==> src/rtl/dds_phaser_core.sv <==
// 16-bit phase-accumulator DDS with a quarter-wave sine ROM.
// Emits one 12-bit offset-binary sample per clock through a three-stage pipeline.
module dds_phaser_core #(
  parameter int unsigned     DW       = 12,
  parameter int unsigned     AW       = 16,
  parameter logic [AW-1:0]   FTW_ADDR = 16'h0020,
  parameter logic [AW-1:0]   POW_ADDR = 16'h0030
) (
  input  logic          clk,
  input  logic          rstn,
  input  logic          wr,
  input  logic [AW-1:0] waddr,
  input  logic [AW-1:0] wdata,
  output logic          out_valid,
  output logic [DW-1:0] dout
);

  logic [AW-1:0] ftw_q, ftw_d, pow_q, pow_d, acc_q, acc_d;
  logic [10:0]   mag_q, mag_d;
  logic          neg_q, neg_d;
  logic [DW-1:0] dout_q, dout_d;
  logic [1:0]    fill_q, fill_d;
  logic [7:0]    phase_hi;
  logic [7:0]    phase_lo_unused;
  logic [5:0]    rom_idx;
  logic [10:0]   rom_val;

  always_comb begin
    ftw_d = ftw_q;
    pow_d = pow_q;
    if (wr) begin
      if (waddr == FTW_ADDR) ftw_d = wdata;
      if (waddr == POW_ADDR) pow_d = wdata;
    end
  end

  assign acc_d = acc_q + ftw_q;

  // Only the top byte of the phase addresses the ROM; the low byte only feeds the carry.
  assign {phase_hi, phase_lo_unused} = acc_q + pow_q;
  assign rom_idx = phase_hi[6] ? ~phase_hi[5:0] : phase_hi[5:0];
  assign mag_d   = rom_val;
  assign neg_d   = phase_hi[7];

  assign dout_d = neg_q ? (12'h800 - {1'b0, mag_q}) : (12'h800 + {1'b0, mag_q});
  assign fill_d = (fill_q == 2'd3) ? fill_q : fill_q + 2'd1;

  // round(2047 * sin((2k+1) * pi / 256)), k = 0..63
  always_comb begin
    rom_val = '0;
    case (rom_idx)
      6'd0:  rom_val = 11'd25;   6'd1:  rom_val = 11'd75;   6'd2:  rom_val = 11'd126;
      6'd3:  rom_val = 11'd176;  6'd4:  rom_val = 11'd226;  6'd5:  rom_val = 11'd275;
      6'd6:  rom_val = 11'd325;  6'd7:  rom_val = 11'd375;  6'd8:  rom_val = 11'd424;
      6'd9:  rom_val = 11'd473;  6'd10: rom_val = 11'd522;  6'd11: rom_val = 11'd570;
      6'd12: rom_val = 11'd618;  6'd13: rom_val = 11'd666;  6'd14: rom_val = 11'd713;
      6'd15: rom_val = 11'd760;  6'd16: rom_val = 11'd807;  6'd17: rom_val = 11'd852;
      6'd18: rom_val = 11'd898;  6'd19: rom_val = 11'd943;  6'd20: rom_val = 11'd987;
      6'd21: rom_val = 11'd1031; 6'd22: rom_val = 11'd1074; 6'd23: rom_val = 11'd1116;
      6'd24: rom_val = 11'd1158; 6'd25: rom_val = 11'd1199; 6'd26: rom_val = 11'd1239;
      6'd27: rom_val = 11'd1279; 6'd28: rom_val = 11'd1318; 6'd29: rom_val = 11'd1356;
      6'd30: rom_val = 11'd1393; 6'd31: rom_val = 11'd1430; 6'd32: rom_val = 11'd1465;
      6'd33: rom_val = 11'd1500; 6'd34: rom_val = 11'd1533; 6'd35: rom_val = 11'd1566;
      6'd36: rom_val = 11'd1598; 6'd37: rom_val = 11'd1629; 6'd38: rom_val = 11'd1659;
      6'd39: rom_val = 11'd1688; 6'd40: rom_val = 11'd1716; 6'd41: rom_val = 11'd1743;
      6'd42: rom_val = 11'd1769; 6'd43: rom_val = 11'd1793; 6'd44: rom_val = 11'd1817;
      6'd45: rom_val = 11'd1840; 6'd46: rom_val = 11'd1861; 6'd47: rom_val = 11'd1881;
      6'd48: rom_val = 11'd1901; 6'd49: rom_val = 11'd1919; 6'd50: rom_val = 11'd1936;
      6'd51: rom_val = 11'd1951; 6'd52: rom_val = 11'd1966; 6'd53: rom_val = 11'd1979;
      6'd54: rom_val = 11'd1992; 6'd55: rom_val = 11'd2003; 6'd56: rom_val = 11'd2012;
      6'd57: rom_val = 11'd2021; 6'd58: rom_val = 11'd2028; 6'd59: rom_val = 11'd2035;
      6'd60: rom_val = 11'd2039; 6'd61: rom_val = 11'd2043; 6'd62: rom_val = 11'd2046;
      6'd63: rom_val = 11'd2047;
      default: rom_val = '0;
    endcase
  end

  always_ff @(posedge clk or negedge rstn) begin
    if (!rstn) begin
      ftw_q  <= '0;
      pow_q  <= '0;
      acc_q  <= '0;
      mag_q  <= '0;
      neg_q  <= 1'b0;
      dout_q <= 12'h800;
      fill_q <= '0;
    end else begin
      ftw_q  <= ftw_d;
      pow_q  <= pow_d;
      acc_q  <= acc_d;
      mag_q  <= mag_d;
      neg_q  <= neg_d;
      dout_q <= dout_d;
      fill_q <= fill_d;
    end
  end

  assign dout      = dout_q;
  assign out_valid = (fill_q == 2'd3);

endmodule

==> config.mk <==
export PLATFORM = sky130hd
export DESIGN_NAME = dds_phaser_core
export DESIGN_NICKNAME = d
export VERILOG_FILES = /design/src/rtl/dds_phaser_core.sv
export SDC_FILE = /design/constraint.sdc
export NUM_CORES = 1
export LEC_CHECK = 0
export BUFFER_PORTS_ARGS = -buffer_cell sky130_fd_sc_hd__buf_2
export CORE_MARGIN = 5
export CORE_UTILIZATION = 45
export DETAILED_ROUTE_END_ITERATION = 10
export PLACE_DENSITY = 0.66
export SLEW_MARGIN = 20
export SYNTH_ARGS = -nofsm -noshare
export SYNTH_HDL_FRONTEND = slang
export SYNTH_SLANG_ARGS = --single-unit
export TNS_END_PERCENT = 1
==> constraint.sdc <==
create_clock -name clk -period 4 [get_ports clk]
set_input_delay 0.4 -clock clk [delete_from_list [all_inputs] [get_ports clk]]
set_output_delay 0.4 -clock clk [all_outputs]
set_load 0.02 [all_outputs]
==> results of run 1 <==
==> synth_stat cells, types with 7 or more instances <==
| library cell | number |
|---|---|
| dfrtp_1 | 73 |
| nor2_1 | 45 |
| ha_1 | 40 |
| nand2_1 | 36 |
| mux2_2 | 35 |
| o21ai_0 | 30 |
| xnor2_1 | 30 |
| a21oi_1 | 27 |
| nand3_1 | 24 |
| inv_1 | 19 |
| clkbuf_1 | 18 |
| nor3_1 | 15 |
| a211oi_1 | 14 |
| a22oi_1 | 9 |
| buf_2 | 8 |
| mux2i_1 | 8 |
| nand4_1 | 8 |
| o31ai_1 | 8 |
| xor2_1 | 8 |
| nor4_1 | 7 |
| o21a_1 | 7 |
==> cell families (layout without fill, tap and decap cells) <==
kind of cell / Yosys count / in the layout
AOI/OAI and AO/OA: 172 / 172
xor gates and xnor gates: 39 / 39
adders and majority gates: 41 / 41
buffers and inverters: 49 / 124
DFF: 74 / 74
muxes: 45 / 45
and+or+nand+nor: 180 / 180
==> routing by layer <==
layer | up-vias | part of all wire [%] | track usage, %
met5 | - | 0 | 0
met4 | 0 | 3.2 | 9.24
met3 | 48 | 6.8 | 4.97
met2 | 209 | 47 | 35.2
met1 | 2455 | 43 | 29.1
li1 | 2400 | - | -
==> path summary, 6_finish.rpt <==
path / from / endpoint / slack (ns) / cells past startpoint
setup / recovery: pow_q[2]$_DFFE_PN0P_ / mag_q[2]$_DFF_PN0_ / 0.23 / 13
hold / removal: rstn / fill_q[1]$_DFFE_PN0N_ / 0.20 / 1
setup reg to reg: pow_q[2]$_DFFE_PN0P_ / mag_q[2]$_DFF_PN0_ / 0.23 / 13
hold reg to reg: mag_q[0]$_DFF_PN0_ / dout[0]$_DFF_PN0_ / 0.41 / 0
max in group asynchronous: rstn / acc_q[10]$_DFF_PN0_ / 3.22 / 1
min in group clk: wdata[1] / ftw_q[1]$_DFFE_PN0P_ / 0.31 / 3
==> through the flow <==
step	hold slack, ns	cell area, um^2	std cells	power [mW]	worst slack (ns)
final	0.198	6560	843	2.04	0.231
after detailed placement	0.393	6240	827	1.28	0.242
after global routing	0.273	6560	843	2.15	0.0190
after global placement	0.396	6240	827	1.28	0.137
after CTS	0.225	6530	843	2.06	0.195
after floorplan	0.104	5610	600	1.12	0.319
==> power breakdown <==
group	switching (mW)	total [mW]	internal [mW]
Combinational	0.275	0.461	0.186
Sequential	0.0266	0.817	0.791
Clock	0.336	0.765	0.429
==> sequential cells by signal, summed over array words and instances, names as in the netlist <==
register	count
mag_q	11
fill_q	2
ftw_q	16
pow_q	16
neg_q	1
acc_q	16
dout	12
==> worst reg2reg max path, delay by kind of cell (launching register included) <==
| family | cells | cell delay [ns] |
|---|---|---|
| compound gates | 6 | 1.37 |
| buf+inv | 3 | 0.60 |
| fa+ha+maj | 1 | 0.35 |
| simple gates | 3 | 1.00 |
| flops | 1 | 0.38 |
==> area by class of cell <==
cell class	instances	area (um^2)
Inverter	19	71.3
Clock inverter	7	60.1
Sequential cell	74	1850
Clock buffer	9	225
Timing Repair Buffer	89	553
Tap cell	168	210
Multi-Input combinational cell	477	3580
Fill cell	1130	5560
==> impl_metrics.toml, run 1 <==
[floorplanning]
num_rows = 40
ios = 48
die_h_um = 122
die_w_um = 122
coreArea_um2 = 12100
die_area_um2 = 14800
initial_core_util_pct = 46.3

[power_and_ir_drop]
power_leakage_nw = 2.96
powerDensity_nw_per_um2 = 312
peakVddDrop_uv = 210

[setup_path]
crit_path_frequent_cell = "buf_4"
critical_path_class = "flip-flop to flip-flop"
endpoint_kind = "flip-flop"
start_kind = "flip-flop"
crit_path_max_fanout = 9
cp.required_ns = 4.24
cp_top_family = "compound AO/OA/AOI/OAI gates"
cp_num_buf_inv = 3
crit_chain = "ha_1 > a21oi_1 > a211oi_4 > buf_4 > o31ai_1 > a21oi_2 > nor2_1 > buf_4 > nor4_1 > nor4_1 > o32ai_1 > buf_4 > a22oi_1"
slowest_stage = "nor2_1"
cpPeakStageDelay_ns = 0.63
cp.arrival_ns = 4.01

[routing]
ant_nets = 0
vias = 5112
finalWirelength_um = 16000
dr.first_iter.drc_count = 382
drc_errors = 0
dr.pass1.iters = 5
viasPerCell = 6.06
wire_per_inst_um = 19.0

[cts]
clock_latency_ns = 0.34
post_cts_buffers = 0
tritoncts = "built"
clockRootBuffer = "clkbuf_16"
cts.reportedPaths.clkPinSlew_ns = 0.06
cts_buffers = 9
cts-htree-levels = 3
ctsResizeCount = 0
cts_buffer_depth = 2
ctsHoldBuffers = 0
clock-sinks = 74

[place]
routabilityCongestion = 1.00
place_hpwl_um = 12400
port_buffers = 47

[yosys]
synth-compound-area-share_pct = 22.6
synth_xor_area_share_pct = 6.23
synthMuxAreaShare_pct = 9.06
synth_cell_types = 81
yosysWarnings = 0
synthSimpleGateAreaFrac_pct = 16.2
synth_top_family_by_area = "compound AO/OA/AOI/OAI gates"
syn_avg_cell_area_um2 = 9.34
synth_area_leaders = "dfrtp_1, ha_1, mux2_2, xnor2_1, nor2_1"
yosysSeqAreaShare_pct = 33.1
netlist_instances = 600
synth_seq_cells = 74
yosys.area.top_type = "dfrtp_1"
synth_edf_count = 0
synth_top_area_share_pct = 32.6
synthFlopType = "dfrtp_1"
ys_async_sr_fraction_pct = 100
syn-num-nets = 676
synthAdderAreaFrac_pct = 9.28
mappedNetlistArea_um2 = 5610

[finish]
final_cell_mix = "dfrtp_1, buf_2, nor2_1"
syn_to_final_growth_pct = 16.9
utilization_pct = 54.1
drive_gt1_share_pct = 24.9
fin_nets = 746
antenna_cells = 0
final_common_cell = "dfrtp_1"

[sta]
setup_viol = 0
period_needed_ns = 3.77
fin_setup_tns_ns = 0
maxSlewHeadroom_pct = 39.5
max_freq_ghz = 0.265
post-route-period-util_pct = 94.2
skew_ns = 0.00981
worstMarginPinSlew_ns = 0.907
final_hold_viol_count = 0
slew_viol_final = 0
rsz0062_at_grt = "no"

[global_routing]
grt_overflow = 0
grt_pass1_wl_um = 26000
grtUsageTotal_pct = 22.1
grt_pass1_vias = 5084
antenna_found_initial = 0
grt_max_degree = 75

[min_path]
holdCritPathClass = "input port to async pin"

[outcome]
outcome = "complete, no violations"

[job]
drv_cap = 0
Power figures use the tool's default switching activity.
==> run 2, diff against run 1 <==
Settings changed: CORE_MARGIN 5 to 2, PLACE_DENSITY 0.66 to 0.64.
Clock period 4 ns to 4.6 ns, I/O delays scaled along.
==> run 2 against run 1 <==
Sequential power shrank 13%. Combinational power shrank 18%. Sequential cell count is the same. Sequential share of layout area grew 0.83 points. Die area shrank 9.6%.
==> impl_metrics.toml, run 2 (synthesis results as in run 1) <==
[cts]
cts_buffer_depth = 2
cts.reportedPaths.clkPinSlew_ns = 0.07
clock_latency_ns = 0.34
tritoncts = "built"
ctsHoldBuffers = 0
clockRootBuffer = "clkbuf_16"
cts_buffers = 9
cts-htree-levels = 3
clock-sinks = 74
post_cts_buffers = 0

[sta]
final_hold_viol_count = 0
slew_viol_final = 0
fin_setup_tns_ns = 0
hold_ws_ns = 0.262
skew_ns = 0.0111
max_freq_ghz = 0.238
worstMarginPinSlew_ns = 1.08
maxSlewHeadroom_pct = 27.2
post-route-period-util_pct = 91.5
rsz0062_at_grt = "no"
setup_viol = 0
period_needed_ns = 4.21

[place]
routabilityCongestion = 1.00
numPlacedInstances = 802
port_buffers = 47
place_hpwl_um = 12100

[global_routing]
grt_pass1_vias = 4988
grtUsageTotal_pct = 25.0
grt_overflow = 0
antenna_found_initial = 0
grt_max_degree = 75
grt_pass1_wl_um = 26200

[finish]
reg_top3 = "acc_q: 16 flops, ftw_q: 16 flops, pow_q: 16 flops"
syn_to_final_growth_pct = 13.6
antenna_cells = 0
final_common_cell = "dfrtp_1"
layout.cells.non_filler = 818
drive_gt1_share_pct = 21.4
fillers = 1158
final_cell_mix = "dfrtp_1, buf_2, nor2_1"
fin_nets = 721

[power_and_ir_drop]
peakVddDrop_uv = 204
powerDensity_nw_per_um2 = 285
power_leakage_nw = 2.85

[setup_path]
start_kind = "flip-flop"
slowest_stage = "a31oi_1"
cpPeakStageDelay_ns = 0.51
crit_path_frequent_cell = "ha_1"
endpoint_kind = "flip-flop"
cp.required_ns = 4.85
critical_path_class = "flip-flop to flip-flop"
crit_path_max_fanout = 8
crit_cells = 14
cp_num_buf_inv = 1
r2r_cells = 14
cp.arrival_ns = 4.46
crit_chain = "ha_1 > nand4_2 > a211oi_4 > o31a_1 > o2111ai_1 > a31oi_1 > nor2_1 > inv_1 > ha_1 > nand2_1 > o2bb2ai_1 > a21oi_1 > or4_1 > o31ai_1"
cp_top_family = "compound AO/OA/AOI/OAI gates"

[routing]
wire_per_inst_um = 19.6
drc_errors = 0
viasPerCell = 6.16
finalWirelength_um = 16000
dr.first_iter.drc_count = 587
dr.pass1.iters = 5
ant_nets = 0
vias = 5039

[floorplanning]
die_w_um = 116
coreArea_um2 = 12100
ios = 48
die_area_um2 = 13400
initial_core_util_pct = 46.3
die_h_um = 116
num_rows = 40

[outcome]
outcome = "complete, no violations"

[job]
drv_cap = 0

[min_path]
holdCritPathClass = "input port to async pin"
[run 2: cell count changes in the layout (fill, tap and decap cells not counted), sizes merged]
cell / before / now
clkinv: 1 / 2
inv: 22 / 21
buf: 89 / 64
clkinvlp: 3 / 2
bufinv: 0 / 1
[run 2: final cells by class]
type	count	area [um^2]	area share, %
Timing Repair Buffer	64	365	5.74
Clock buffer	9	225	3.54
Clock inverter	7	76.3	1.20
Inverter	19	71.3	1.12
Tap cell	168	210	3.30
Multi-Input combinational cell	477	3570	56.0
Sequential cell	74	1850	29.1
[run 2: repair_timing]
| item | 4_1_cts | 5_1_grt |
|---|---|---|
| gates resized for setup | 0 | 1 |
| endpoints found under the hold margin | 0 | 0 |
| setup endpoints to repair | 0 | 1 |
[run 2: path summary, 6_finish.rpt]
kind | start | end | slack (ns)
setup reg to reg | acc_q[8]$_DFF_PN0_ | mag_q[6]$_DFF_PN0_ | 0.39
max in group asynchronous | rstn | pow_q[10]$_DFFE_PN0P_ | 3.74
hold / removal | rstn | mag_q[7]$_DFF_PN0_ | 0.26
min in group clk | wdata[1] | ftw_q[1]$_DFFE_PN0P_ | 0.36
hold reg to reg | mag_q[0]$_DFF_PN0_ | dout[0]$_DFF_PN0_ | 0.41
setup / recovery | acc_q[8]$_DFF_PN0_ | mag_q[6]$_DFF_PN0_ | 0.39
[run 2: through the flow]
step / cell area [um^2] / total power [mW] / setup WS, ns / utilization [%]
floorplan: 5610 / 0.973 / 0.919 / -
global placement: 6050 / 1.09 / 0.439 / 50.0
detailed placement: 6050 / 1.10 / 0.390 / 50.0
CTS: 6350 / 1.82 / 0.366 / 52.5
global route: 6370 / 1.89 / 0.105 / 52.6
finish: 6370 / 1.82 / 0.391 / 52.6
[run 2: power breakdown]
part	internal [mW]	switching (mW)
registers	0.687	0.0232
clock network	0.424	0.300
logic	0.144	0.236
[run 2: routing by layer]
metal / vias up / GRT usage (%) / wire length [um]
li1: 2358 / - / -
met1: 2447 / 33.4 / 7090
met2: 195 / 39.4 / 7370
met3: 39 / 5.81 / 1030
met4: 0 / 9.84 / 520
met5: - / 0 / 0
==> run 3, diff against run 2 <==
Settings changed: CELL_PAD_IN_SITES_DETAIL_PLACEMENT set to 0, CELL_PAD_IN_SITES_GLOBAL_PLACEMENT set to 1, PLACE_DENSITY 0.64 to 0.79.
==> run 3 against run 2 <==
Worst hold slack worse by 0.0084 ns. Maximum frequency down 2.2%. Clock skew shrank 0.0022 ns. Largest cell class unchanged. Critical path type unchanged. Setup slack got worse by 0.097 ns.
==> impl_metrics.toml, run 3 (synthesis results as in run 1) <==
[power_and_ir_drop]
peakVddDrop_uv = 301
power_leakage_nw = 2.84
powerDensity_nw_per_um2 = 278

[routing]
wl_met3_um = 1160
finalWirelength_um = 15600
viasPerCell = 6.13
dr.first_iter.drc_count = 528
drc_errors = 0
ant_nets = 0
wl_met1_um = 7120
routed.top_layer = "met4"
routed-wl-met2_um = 7080
wire_per_inst_um = 19.1
vias = 5021
dr.pass1.iters = 5

[sta]
max_freq_ghz = 0.232
maxSlewHeadroom_pct = 19.4
post-route-period-util_pct = 93.6
final_hold_viol_count = 0
worstMarginPinSlew_ns = 1.20
fin_setup_tns_ns = 0
rsz0062_at_grt = "no"
hold_ws_ns = 0.253
period_needed_ns = 4.31
setup_viol = 0
slew_viol_final = 0
skew_ns = 0.00888

[global_routing]
grt_overflow = 0
grtUsageTotal_pct = 24.1
antenna_found_initial = 0
grt_max_degree = 75
grt_pass1_vias = 4805
grt_pass1_wl_um = 25200

[job]
drv_cap = 0

[floorplanning]
die_w_um = 116
num_rows = 40
coreArea_um2 = 12100
initial_core_util_pct = 46.3
die_h_um = 116
die_area_um2 = 13400
ios = 48

[setup_path]
cp_num_buf_inv = 1
crit_path_frequent_cell = "ha_1"
cp_top_family = "compound AO/OA/AOI/OAI gates"
cp.required_ns = 4.84
start_kind = "flip-flop"
critical_path_class = "flip-flop to flip-flop"
r2r_slack_ns = 0.29
endpoint_kind = "flip-flop"
crit_chain = "ha_1 > nand4_1 > a211oi_4 > o31a_1 > o21ai_2 > a211oi_2 > nor2_1 > inv_1 > ha_1 > nand2_1 > o2bb2ai_1 > a21oi_1 > or4_1 > o31ai_1"
crit_path_max_fanout = 10
cpPeakStageDelay_ns = 0.55
cp.arrival_ns = 4.55
slowest_stage = "or4_1"

[min_path]
holdCritPathClass = "input port to async pin"

[place]
port_buffers = 47
routabilityCongestion = 1.00
place_hpwl_um = 11500

[cts]
clock_latency_ns = 0.35
ctsHoldBuffers = 0
cts_buffer_depth = 2
clock-sinks = 74
post_cts_buffers = 0
cts.reportedPaths.clkPinSlew_ns = 0.06
cts_buffers = 9
clockRootBuffer = "clkbuf_16"
tritoncts = "built"
cts-htree-levels = 3

[outcome]
outcome = "complete, no violations"

[finish]
final_cell_mix = "dfrtp_1, buf_2, nor2_1"
fin_nets = 722
antenna_cells = 0
drive_gt1_share_pct = 21.2
final_common_cell = "dfrtp_1"
reg_top3 = "acc_q: 16 flops, ftw_q: 16 flops, pow_q: 16 flops"
syn_to_final_growth_pct = 13.4
-- run 3: layout make-up --
class                      count  area [um^2]
fill                        1146         5750
sequential                    74         1850
tap                          168          210
clock buffer                  13          260
multi-input combinational    477         3570
timing repair buffer          65          373
clock inverter                 3         23.8
inverter                      19         71.3
-- run 3: worst paths after layout --
path | start | end | cells after the start
min in group clk | wdata[1] | ftw_q[1]$_DFFE_PN0P_ | 3
min | rstn | pow_q[3]$_DFFE_PN0P_ | 1
max reg2reg | acc_q[2]$_DFF_PN0_ | mag_q[6]$_DFF_PN0_ | 14
max in group asynchronous | rstn | dout[8]$_DFF_PN0_ | 1
min reg2reg | mag_q[0]$_DFF_PN0_ | dout[0]$_DFF_PN0_ | 0
max | acc_q[2]$_DFF_PN0_ | mag_q[6]$_DFF_PN0_ | 14
-- run 3: worst register-to-register path, cell delays in order (launching register included) --
cell       delay (ns)
dfrtp_1          0.40
ha_1             0.35
nand4_1          0.16
a211oi_4         0.53
o31a_1           0.40
o21ai_2          0.26
a211oi_2         0.43
nor2_1           0.19
inv_1            0.24
ha_1             0.30
nand2_1          0.08
o2bb2ai_1        0.11
a21oi_1          0.11
or4_1            0.55
o31ai_1          0.10
-- run 3: power breakdown --
group | total [mW] | switching (mW) | leakage [nW] | internal (mW)
Clock | 0.675 | 0.279 | 0.132 | 0.396
Sequential | 0.711 | 0.0231 | 0.881 | 0.688
Combinational | 0.380 | 0.234 | 1.83 | 0.146
Total | 1.77 | 0.536 | 2.84 | 1.23
-- run 3: what timing repair did --
item                                    in CTS  in global routing
endpoints found under the hold margin        0                  0
gates resized for setup                      0                  1
endpoints found under the setup margin       0                  1
-- run 3: metrics by stage --
stage | setup WS, ns | power, mW | instances | util (%) | instance area (um^2)
floorplan | 0.919 | 0.973 | 600 | - | 5610
global placement | 0.217 | 1.09 | 803 | 50.0 | 6060
detailed placement | 0.155 | 1.09 | 803 | 50.0 | 6060
CTS | 0.124 | 1.77 | 819 | 52.4 | 6340
global route | 0.0678 | 1.84 | 819 | 52.5 | 6360
finish | 0.295 | 1.77 | 819 | 52.5 | 6360
-- run 3: layer usage --
layer,vias up,track usage [%]
met4,0,6.51
met2,224,37.4
met1,2413,33.7
met3,30,6.12
met5,-,0
li1,2354,-
